<file path="src/rtl/spi_frame_pkg.sv">
// Shared types and constants for the SPI frame master.
package spi_frame_pkg;

  typedef enum logic [2:0] {
    ST_IDLE,
    ST_SETUP,
    ST_HIGH,
    ST_LOW,
    ST_HOLD,
    ST_GAP
  } state_e;

  // Frame headers as they appear on the wire, first transmitted byte in the MSBs
  localparam logic [31:0] HDR_WRITE     = 32'h74697277;
  localparam logic [31:0] HDR_DATA_WIRE = 32'h61746164;

  localparam int DEFAULT_BUFFER_SIZE = 240;

  function automatic int max_of(input int a, input int b);
    return (a > b) ? a : b;
  endfunction

endpackage

</file>
<file path="src/rtl/spi_phase_timer.sv">
// Loadable down-counter; tc_o is high while the count sits at zero.
// Loading N-1 on the edge that enters a phase makes tc_o rise on the
// phase's last cycle, so the phase lasts exactly N cycles.
module spi_phase_timer #(
  parameter int W = 8
) (
  input  logic         clk,
  input  logic         rst_n,
  input  logic         load_i,
  input  logic [W-1:0] load_val_i,
  output logic         tc_o
);

  logic [W-1:0] cnt_q;

  // Count down to zero and park there until the next load
  always_ff @(posedge clk or negedge rst_n) begin
    if (!rst_n) begin
      cnt_q <= '0;
    end else if (load_i) begin
      cnt_q <= load_val_i;
    end else if (cnt_q != '0) begin
      cnt_q <= cnt_q - W'(1);
    end
  end

  assign tc_o = (cnt_q == '0);

endmodule

</file>
<file path="src/rtl/spi_frame_master.sv">
// SPI mode-0 master: shifts one BUFFER_SIZE-bit frame out on MOSI, MSB first,
// while capturing the returned frame from MISO, then checks its 32-bit header.
//
// state | meaning
// IDLE  | bus released, waiting for start
// SETUP | SSEL low, first MOSI bit driven, waiting CS_SETUP cycles
// HIGH  | SCK high for CLK_DIV cycles (MISO sampled on entry)
// LOW   | SCK low for CLK_DIV cycles (next MOSI bit driven on entry)
// HOLD  | SCK low after last bit, SSEL held low for CS_HOLD cycles
// GAP   | SSEL high, busy still set for CS_GAP cycles
module spi_frame_master
  import spi_frame_pkg::*;
#(
  parameter int          BUFFER_SIZE = DEFAULT_BUFFER_SIZE,
  parameter int          CLK_DIV     = 8,
  parameter int          CS_SETUP    = 8,
  parameter int          CS_HOLD     = 4,
  parameter int          CS_GAP      = 8,
  parameter logic [31:0] RX_HEADER   = HDR_DATA_WIRE
) (
  input  logic                   clk,
  input  logic                   rst_n,
  input  logic                   start,
  input  logic [BUFFER_SIZE-1:0] tx_frame,
  output logic [BUFFER_SIZE-1:0] rx_frame,
  output logic                   hdr_ok,
  output logic                   busy,
  output logic                   done,
  output logic                   SPI_SCK,
  output logic                   SPI_SSEL,
  output logic                   SPI_MOSI,
  input  logic                   SPI_MISO
);

  localparam int MAX_P = max_of(max_of(max_of(BUFFER_SIZE, CLK_DIV),
                                       max_of(CS_SETUP, CS_HOLD)), CS_GAP);
  localparam int CNT_W = $clog2(MAX_P) + 1;

  localparam logic [CNT_W-1:0] LD_SETUP = CNT_W'(CS_SETUP - 1);
  localparam logic [CNT_W-1:0] LD_DIV   = CNT_W'(CLK_DIV - 1);
  localparam logic [CNT_W-1:0] LD_HOLD  = CNT_W'(CS_HOLD - 1);
  localparam logic [CNT_W-1:0] LD_GAP   = CNT_W'(CS_GAP - 1);
  localparam logic [CNT_W-1:0] LAST_BIT = CNT_W'(BUFFER_SIZE - 1);

  state_e                 state_q;
  logic [BUFFER_SIZE-1:0] tx_q;
  logic [BUFFER_SIZE-1:0] rx_q;
  logic [BUFFER_SIZE-1:0] rx_frame_q;
  logic [CNT_W-1:0]       bitcnt_q;
  logic                   sck_q;
  logic                   ssel_q;
  logic                   mosi_q;
  logic                   busy_q;
  logic                   done_q;
  logic                   hdr_ok_q;

  logic                   tmr_load;
  logic [CNT_W-1:0]       tmr_val;
  logic                   tmr_tc;
  logic                   last_bit;

  assign last_bit = (bitcnt_q == LAST_BIT);

  spi_phase_timer #(
    .W (CNT_W)
  ) u_timer (
    .clk        (clk),
    .rst_n      (rst_n),
    .load_i     (tmr_load),
    .load_val_i (tmr_val),
    .tc_o       (tmr_tc)
  );

  // Reload the phase timer with the duration of whichever phase comes next
  always_comb begin
    tmr_load = 1'b0;
    tmr_val  = '0;
    case (state_q)
      ST_IDLE: begin
        tmr_load = start;
        tmr_val  = LD_SETUP;
      end
      ST_SETUP, ST_LOW: begin
        tmr_load = tmr_tc;
        tmr_val  = LD_DIV;
      end
      ST_HIGH: begin
        tmr_load = tmr_tc;
        tmr_val  = last_bit ? LD_HOLD : LD_DIV;
      end
      ST_HOLD: begin
        tmr_load = tmr_tc;
        tmr_val  = LD_GAP;
      end
      default: begin
        tmr_load = 1'b0;
        tmr_val  = '0;
      end
    endcase
  end

  // Frame sequencer; every bus-facing output is a flop driven from here.
  // tx_q holds the bits not yet placed on MOSI, MSB first.
  always_ff @(posedge clk or negedge rst_n) begin
    if (!rst_n) begin
      state_q    <= ST_IDLE;
      tx_q       <= '0;
      rx_q       <= '0;
      rx_frame_q <= '0;
      bitcnt_q   <= '0;
      sck_q      <= 1'b0;
      ssel_q     <= 1'b1;
      mosi_q     <= 1'b0;
      busy_q     <= 1'b0;
      done_q     <= 1'b0;
      hdr_ok_q   <= 1'b0;
    end else begin
      done_q <= 1'b0;
      case (state_q)
        ST_IDLE: begin
          if (start) begin
            tx_q     <= {tx_frame[BUFFER_SIZE-2:0], 1'b0};
            mosi_q   <= tx_frame[BUFFER_SIZE-1];
            rx_q     <= '0;
            bitcnt_q <= '0;
            ssel_q   <= 1'b0;
            busy_q   <= 1'b1;
            state_q  <= ST_SETUP;
          end
        end
        ST_SETUP, ST_LOW: begin
          if (tmr_tc) begin
            sck_q   <= 1'b1;
            rx_q    <= {rx_q[BUFFER_SIZE-2:0], SPI_MISO};
            state_q <= ST_HIGH;
          end
        end
        ST_HIGH: begin
          if (tmr_tc) begin
            sck_q <= 1'b0;
            if (last_bit) begin
              state_q <= ST_HOLD;
            end else begin
              bitcnt_q <= bitcnt_q + CNT_W'(1);
              mosi_q   <= tx_q[BUFFER_SIZE-1];
              tx_q     <= {tx_q[BUFFER_SIZE-2:0], 1'b0};
              state_q  <= ST_LOW;
            end
          end
        end
        ST_HOLD: begin
          if (tmr_tc) begin
            ssel_q     <= 1'b1;
            mosi_q     <= 1'b0;
            rx_frame_q <= rx_q;
            hdr_ok_q   <= (rx_q[BUFFER_SIZE-1 -: 32] == RX_HEADER);
            done_q     <= 1'b1;
            state_q    <= ST_GAP;
          end
        end
        ST_GAP: begin
          if (tmr_tc) begin
            busy_q  <= 1'b0;
            state_q <= ST_IDLE;
          end
        end
        default: begin
          state_q <= ST_IDLE;
        end
      endcase
    end
  end

  assign rx_frame = rx_frame_q;
  assign hdr_ok   = hdr_ok_q;
  assign busy     = busy_q;
  assign done     = done_q;
  assign SPI_SCK  = sck_q;
  assign SPI_SSEL = ssel_q;
  assign SPI_MOSI = mosi_q;

endmodule

</file>
<file path="config.mk">
export PLATFORM = sky130hd
export DESIGN_NAME = spi_frame_master
export DESIGN_NICKNAME = d
export VERILOG_FILES = /design/src/rtl/spi_frame_pkg.sv /design/src/rtl/spi_phase_timer.sv /design/src/rtl/spi_frame_master.sv
export SDC_FILE = /design/constraint.sdc
export NUM_CORES = 1
export LEC_CHECK = 0
export CORE_AREA = 2 2 297 226
export CTS_CLUSTER_SIZE = 24
export DETAILED_ROUTE_END_ITERATION = 7
export DIE_AREA = 0 0 299 228
export PLACE_DENSITY = 0.76
export RECOVER_POWER = 100
export SETUP_SLACK_MARGIN = 0.4
export SLEW_MARGIN = 40
export SYNTH_ARGS = -nofsm -noshare
export SYNTH_HDL_FRONTEND = slang
export SYNTH_HIERARCHICAL = 1
export SYNTH_SLANG_ARGS = --single-unit
</file>
<file path="constraint.sdc">
create_clock -name clk -period 3.4 [get_ports clk]
set_input_delay 1.02 -clock clk [delete_from_list [all_inputs] [get_ports clk]]
set_output_delay 1.02 -clock clk [all_outputs]
set_load 0.02 [all_outputs]
</file>
==> flow_summary.toml, run 1 <==
[drt]
drt-initial-drc-count = 1517
routedWlPerCell_um = 17.37
postRouteAntennaNets = 0
postRouteWirelength_mm = 76.70
via_per_inst = 5.119
drc_errors = 0
vias = 22610
first_pass_iters = 5

[floorplan]
die_h_um = 228
die_width_um = 299
num_rows = 82
io_pins = 490
core_area_sq_um = 65660
start_util_pct = 48.20
dieArea_sq_um = 68170

[cts]
htreeDepth = 3
clk_latency_ns = 0.62
numCtsBuffers = 73
ctsLongestPathBuffers = 3
holdBufCountCts = 0
cts.sinks = 746
cts_tree = "done"
cts_root_buffer = "clkbuf_16"
clkTransAtPathRegs_ns = 0.06

[synth]
ys_seq_elements = 746
synthCells = 3006
synthSimpleGateAreaFrac_pct = 15.59
syn_avg_cell_area_sq_um = 10.53
yosysSeqAreaShare_pct = 58.99
syn_area_sq_um = 31650
synth_cell_type_count = 59
ys_warn_count = 6
async_flop_share_pct = 100.0
muxShareOfSynthArea_pct = 17.11
synth_top_family_by_area = "multiplexers"
synth_ff_type = "dfrtp_1"
synth-xor-area-share_pct = 0.08302
synth-edff-count = 0
synth_compound_gate_area_share_pct = 5.017
synth_fa_ha_area_share_pct = 0.07907

[setup_path]
crit_type = "reg2reg"
r2r_slack_ns = 0.32
worst-path-max-fanout = 26
critPathLaunchType = "flip-flop"
worstSetupEndpointType = "flip-flop"
cp.required_ns = 3.88
cp_data_arrival_time_ns = 3.56

[run_status]
violations = "capacitance limit, slew limit"
outcome = "complete, but fails checks"

[timing]
worst_slack_ns = 0.3160
fin_crit_sh_pct = 90.71
drv_slew = 56
rsz0062_at_grt = "yes"
slew_headroom_pct = -26.95
fmax_mhz = 324.3
max_slew.worst_pin.slew_ns = 1.904
hold_violations = 0
whs_ns = 0.4641
setup_tns_ns = 0
final.setup_skew_ns = 0.03710
setup-violations-final = 0
fin_crit_ns = 3.084

[worst_hold_path]
min_path_type = "reg2reg"

[global_route]
antenna_found_initial = 2
grt_use_total_pct = 22.51
grt_pass1_vias = 22720
grt_pass1_wl_mm = 124.3
grt-ovfl-total = 0
grt_max_degree = 108

[job]
drv_cap = 1

[power_and_ir_drop]
powerDensity_nw_per_um2 = 612.4
ir_drop_v = 0.0005148
leakagePower_nw = 21.67

[finish]
layout_commonest_cell = "nand2_1"
post-route-util_pct = 61.93
drive_gt1_share_pct = 15.14
syn_to_final_growth_pct = 28.48
final_cells = 4417
nNetsFinal = 3721
final_cell_mix = "1218 x nand2_1, 745 x dfrtp_1, 312 x mux2_2, 252 x o21ai_0, 246 x dlygate4sd3_1"

[placement]
place_worst_setup_slack_ns = 0.1487
dp_hpwl_mm = 50.80
io_buffers = 489
dpl.cell_count = 4272
gp_congestion = 0.8197
## synth_stat cells (3+ instances only)
cell type  number  area share [%]
mux2_4          9            0.43
o31ai_1         7            0.17
nand3_1         9            0.14
buf_4          10            0.24
dfrtp_1       745              59
buf_6           3            0.11
inv_1          10            0.12
nor2_1         10            0.12
mux2_2        312              11
and3_1          3           0.059
buf_8           9            0.43
clkbuf_1      127             1.5
nor3_1          7            0.11
a31oi_1         6            0.12
a21o_1          4           0.095
o21ai_0       252             4.0
mux2_1        156             5.6
buf_2          42            0.66
nor4_1          3           0.059
a21oi_1         5           0.079
xnor2_1         3           0.083
o31a_1          3           0.083
buf_1           4           0.047
nand2_1      1218              14
nor4b_1         3           0.083
## worst paths after layout
path,start,to,cells past startpoint
max,u_timer/cnt_q[1],tx_q[5],12
min,rx_frame[149],rx_frame[149],2
max reg2reg,u_timer/cnt_q[1],tx_q[5],12
min reg2reg,rx_frame[149],rx_frame[149],2
max in group asynchronous,rst_n,rx_frame[68],3
min in group asynchronous,rst_n,tx_q[7],1
## power breakdown
group / total [mW] / internal (mW) / switching, mW
Clock: 8.86 / 5.27 / 3.60
Sequential: 12.4 / 10.9 / 1.58
Combinational: 3.60 / 1.77 / 1.83
Total: 24.9 / 17.9 / 7.00
## critical path, cell delays in order (launching register included)
cell	delay [ns]
dfrtp_1	0.41
inv_1	0.07
ha_1	0.20
or4b_4	0.49
or2_4	0.28
clkinvlp_2	0.22
and2_4	0.19
o21ai_2	0.08
a21oi_4	0.15
buf_12	0.16
buf_16	0.15
buf_12	0.19
mux2_2	0.36
## repair_timing
item | 4_1_cts | 5_1_grt
resized for setup | 1 | 12
buffers inserted | 4 | 1
endpoints found under the setup margin | 182 | 228
cloned | 2 | 3
## state kept, by name, summed over array words and instances, names as in the netlist
| signal | count |
|---|---|
| rx_q | 240 |
| u_timer/cnt_q | 9 |
| state_q | 3 |
| rx_frame | 240 |
| bitcnt_q | 9 |
| done | 1 |
| SPI_SCK | 1 |
| SPI_SSEL | 1 |
| tx_q | 239 |
| SPI_MOSI | 1 |
| hdr_ok | 1 |
| busy | 1 |
## metrics by stage
stage | area, sq um | power (mW)
final | 40660 | 24.90
after global routing | 40660 | 26.34
after detailed placement | 37930 | 16.15
after CTS | 40710 | 25.12
after global placement | 37910 | 15.86
after floorplan | 31720 | 14.54
## area by class of cell
type                    instances  area, sq um
fillers                      5133        25000
flip-flops and latches        746        18670
multi-input cells            2059        12030
repair buffers                584         6148
clock buffers                  94         2017
well taps                     882         1104
clock inverters                39        640.6
inverters                      11        50.05
diodes                          2        5.005
## kinds of logic (layout without fill, tap and decap cells)
| group | Yosys count | in the layout |
|---|---|---|
| AO/OA/AOI/OAI | 294 | 294 |
| XOR/XNOR | 3 | 3 |
| adder cells (fa/ha/maj) | 2 | 2 |
| buffers and inverters | 206 | 728 |
| flip-flops | 746 | 746 |
| multiplexers | 478 | 478 |
| other | 1 | 8 |
| AND/OR/NAND/NOR | 1276 | 1276 |
## per-layer routing
| metal | wire length, um | up-vias | GRT usage (%) |
|---|---|---|---|
| li1 | - | 10790 | - |
| met1 | 35280 | 11180 | 32.58 |
| met2 | 35120 | 544 | 34.54 |
| met3 | 4755 | 90 | 5.171 |
| met4 | 1548 | 0 | 5.484 |
| met5 | 0 | - | 0 |
No activity file was read; power rests on OpenSTA's default activity.
==> run 2: changes to the inputs <==
--- a/config.mk
+++ b/config.mk
@@ -6,13 +6,13 @@
 export NUM_CORES = 1
 export LEC_CHECK = 0
 export CORE_AREA = 2 2 297 226
-export CTS_CLUSTER_SIZE = 24
+export CTS_CLUSTER_SIZE = 25
 export DETAILED_ROUTE_END_ITERATION = 7
 export DIE_AREA = 0 0 299 228
 export PLACE_DENSITY = 0.76
 export RECOVER_POWER = 100
 export SETUP_SLACK_MARGIN = 0.4
-export SLEW_MARGIN = 40
+export SLEW_MARGIN = 20
 export SYNTH_ARGS = -nofsm -noshare
 export SYNTH_HDL_FRONTEND = slang
 export SYNTH_HIERARCHICAL = 1
==> run 2 against run 1 <==
The flow still finishes with violations (capacitance limit, slew limit); die area is the same; power shrank 0.71%; final area down 0.46%; maximum frequency is 1.1% lower; sequential share of layout area up 0.21 points; via count rose by 0.34%; non-clock buffer count stayed put; critical endpoint is now tx_q[239].
==> flow_summary.toml, run 2 (synthesis gave the netlist of run 1 again) <==
[global_route]
grt-ovfl-total = 0
grtUsageMet1_pct = 32.49
grt_use_met2_pct = 34.30
met3_usage_pct = 5.200
grt_max_degree = 195
top_usage_layer = "met2"
grt_use_total_pct = 22.52
grt_pass1_wl_mm = 124.5
grt_pass1_vias = 22780
antenna_found_initial = 1

[setup_path]
crit_top_cell = "buf_12"
critPathLaunchType = "flip-flop"
path_cells = "inv_1, ha_1, or4b_4, or2_0, inv_6, and2_4, o21ai_2, a21oi_4, buf_12, buf_12, buf_4, mux2_2"
cp.required_ns = 3.89
crit_type = "reg2reg"
ff2ff_path_depth = 12
rr_startpoint = "u_timer/cnt_q[0]"
cp_slowest_cell = "or4b_4"
worst-path-max-fanout = 28
r2r_slack_ns = 0.28
cp_data_arrival_time_ns = 3.60
reg2reg_to = "tx_q[239]"
worstSetupEndpointType = "flip-flop"
cpPeakStageDelay_ns = 0.50

[timing]
rsz0062_at_grt = "yes"
hold_violations = 0
setup_tns_ns = 0
drv_slew = 58
fin_crit_ns = 3.117
fin_crit_sh_pct = 91.68
fmax_mhz = 320.8
slew_headroom_pct = -21.34
setup-violations-final = 0
final.setup_skew_ns = 0.03620
max_slew.worst_pin.slew_ns = 1.820

[finish]
drive_gt1_share_pct = 14.97
stdcell_area_sq_um = 40480
syn_to_final_growth_pct = 27.90
final_cell_mix = "1218 x nand2_1, 745 x dfrtp_1, 312 x mux2_2, 252 x o21ai_0, 246 x dlygate4sd3_1"
nNetsFinal = 3721
layout_commonest_cell = "nand2_1"

[placement]
gp_congestion = 0.8197
io_buffers = 489
dp_hpwl_mm = 50.48
placed_area_sq_um = 37910

[cts]
holdBufCountCts = 0
htreeDepth = 3
cts.sinks = 746
clk_latency_ns = 0.63
ctsLongestPathBuffers = 3
numCtsBuffers = 73
cts_root_buffer = "clkbuf_16"
clkTransAtPathRegs_ns = 0.06
cts_tree = "done"

[worst_hold_path]
min_to = "rx_frame[160]"
hold_path.startpoint = "rx_frame[160]"
hold_depth = 2
min_path_type = "reg2reg"

[floorplan]
die_width_um = 299
dieArea_sq_um = 68170
die_h_um = 228
core_area_sq_um = 65660
num_rows = 82
start_util_pct = 48.20
io_pins = 490

[drt]
vias = 22690
routedWlPerCell_um = 17.33
drt-initial-drc-count = 1427
first_pass_iters = 5
postRouteWirelength_mm = 76.51
postRouteAntennaNets = 0
via_per_inst = 5.137
drc_errors = 0

[power_and_ir_drop]
powerDensity_nw_per_um2 = 610.8
p_sw_mw = 6.991
ir_drop_v = 0.0004444
power_frac_clock_pct = 35.2
pwr-share-comb_pct = 14.6
leakagePower_nw = 21.60
power_frac_seq_pct = 50.3
swShare_pct = 28.28
p_int_mw = 17.73

[run_status]
violations = "capacitance limit, slew limit"
outcome = "complete, but fails checks"

[job]
drv_cap = 1
==> run 2: worst max-delay path, delay by kind of cell, from the launching register on <==
family	cells	cell delay (ns)
and+or+nand+nor	3	0.97
buffers and inverters	5	0.81
DFF	1	0.38
muxes	1	0.38
adders and majority gates	1	0.23
AOI/OAI and AO/OA	2	0.23
==> run 2: layout make-up <==
type / count / area, sq um
multi-input cells: 2059 / 12030
well taps: 882 / 1104
repair buffers: 584 / 6005
flip-flops and latches: 746 / 18670
diodes: 1 / 2.502
inverters: 11 / 47.55
clock buffers: 103 / 2161
clock inverters: 30 / 464.2
fillers: 5247 / 25190
==> run 2: layer usage <==
metal	vias to the layer above	wire [um]
met5	-	0
met3	114	4894
met4	0	1823
met2	563	34930
li1	10800	-
met1	11210	34860
==> run 2: repair_timing <==
| action | in CTS | in global routing |
|---|---|---|
| setup endpoints to repair | 185 | 19 |
| gates cloned | 3 | 0 |
| gates resized for setup | 5 | 2 |
| pin swaps | 0 | 1 |
| endpoints found under the hold margin | 0 | 0 |
| buffers inserted | 6 | 2 |
==> run 2: worst max path at each step <==
stage               cells past startpoint             start  slack (ns)          endpoint
floorplan                              16  u_timer/cnt_q[0]        0.41  u_timer/cnt_q[7]
CTS                                    12  u_timer/cnt_q[1]        0.41          tx_q[18]
global route                           12  u_timer/cnt_q[0]        0.19         tx_q[239]
detailed placement                      7             start        0.16          tx_q[27]
global placement                        7             start        0.19          tx_q[27]
finish                                 12  u_timer/cnt_q[0]        0.28         tx_q[239]
==> run 2: power by group through the flow <==
stage / clock network [mW] / logic (mW) / registers (mW)
detailed placement: 0 / 3.62 / 12.5
CTS: 8.86 / 3.71 / 12.4
global route: 9.25 / 4.22 / 12.7
finish: 8.70 / 3.60 / 12.4
global placement: 0 / 3.38 / 12.5
floorplan: 0 / 2.50 / 12.0
==> run 2: metrics by stage <==
step,instances,setup slack (ns),utilization (%),power [mW],hold WS (ns)
2_1_floorplan,3011,0.4146,-,14.54,0.4468
5_1_grt,4416,0.1948,61.64,26.16,0.4840
3_5_place_dp,4271,0.1609,57.73,16.14,0.4612
6_report,4416,0.2827,61.64,24.72,0.4655
3_3_place_gp,4271,0.1930,57.73,15.86,0.4566
4_1_cts,4413,0.4075,62.01,24.97,0.3518
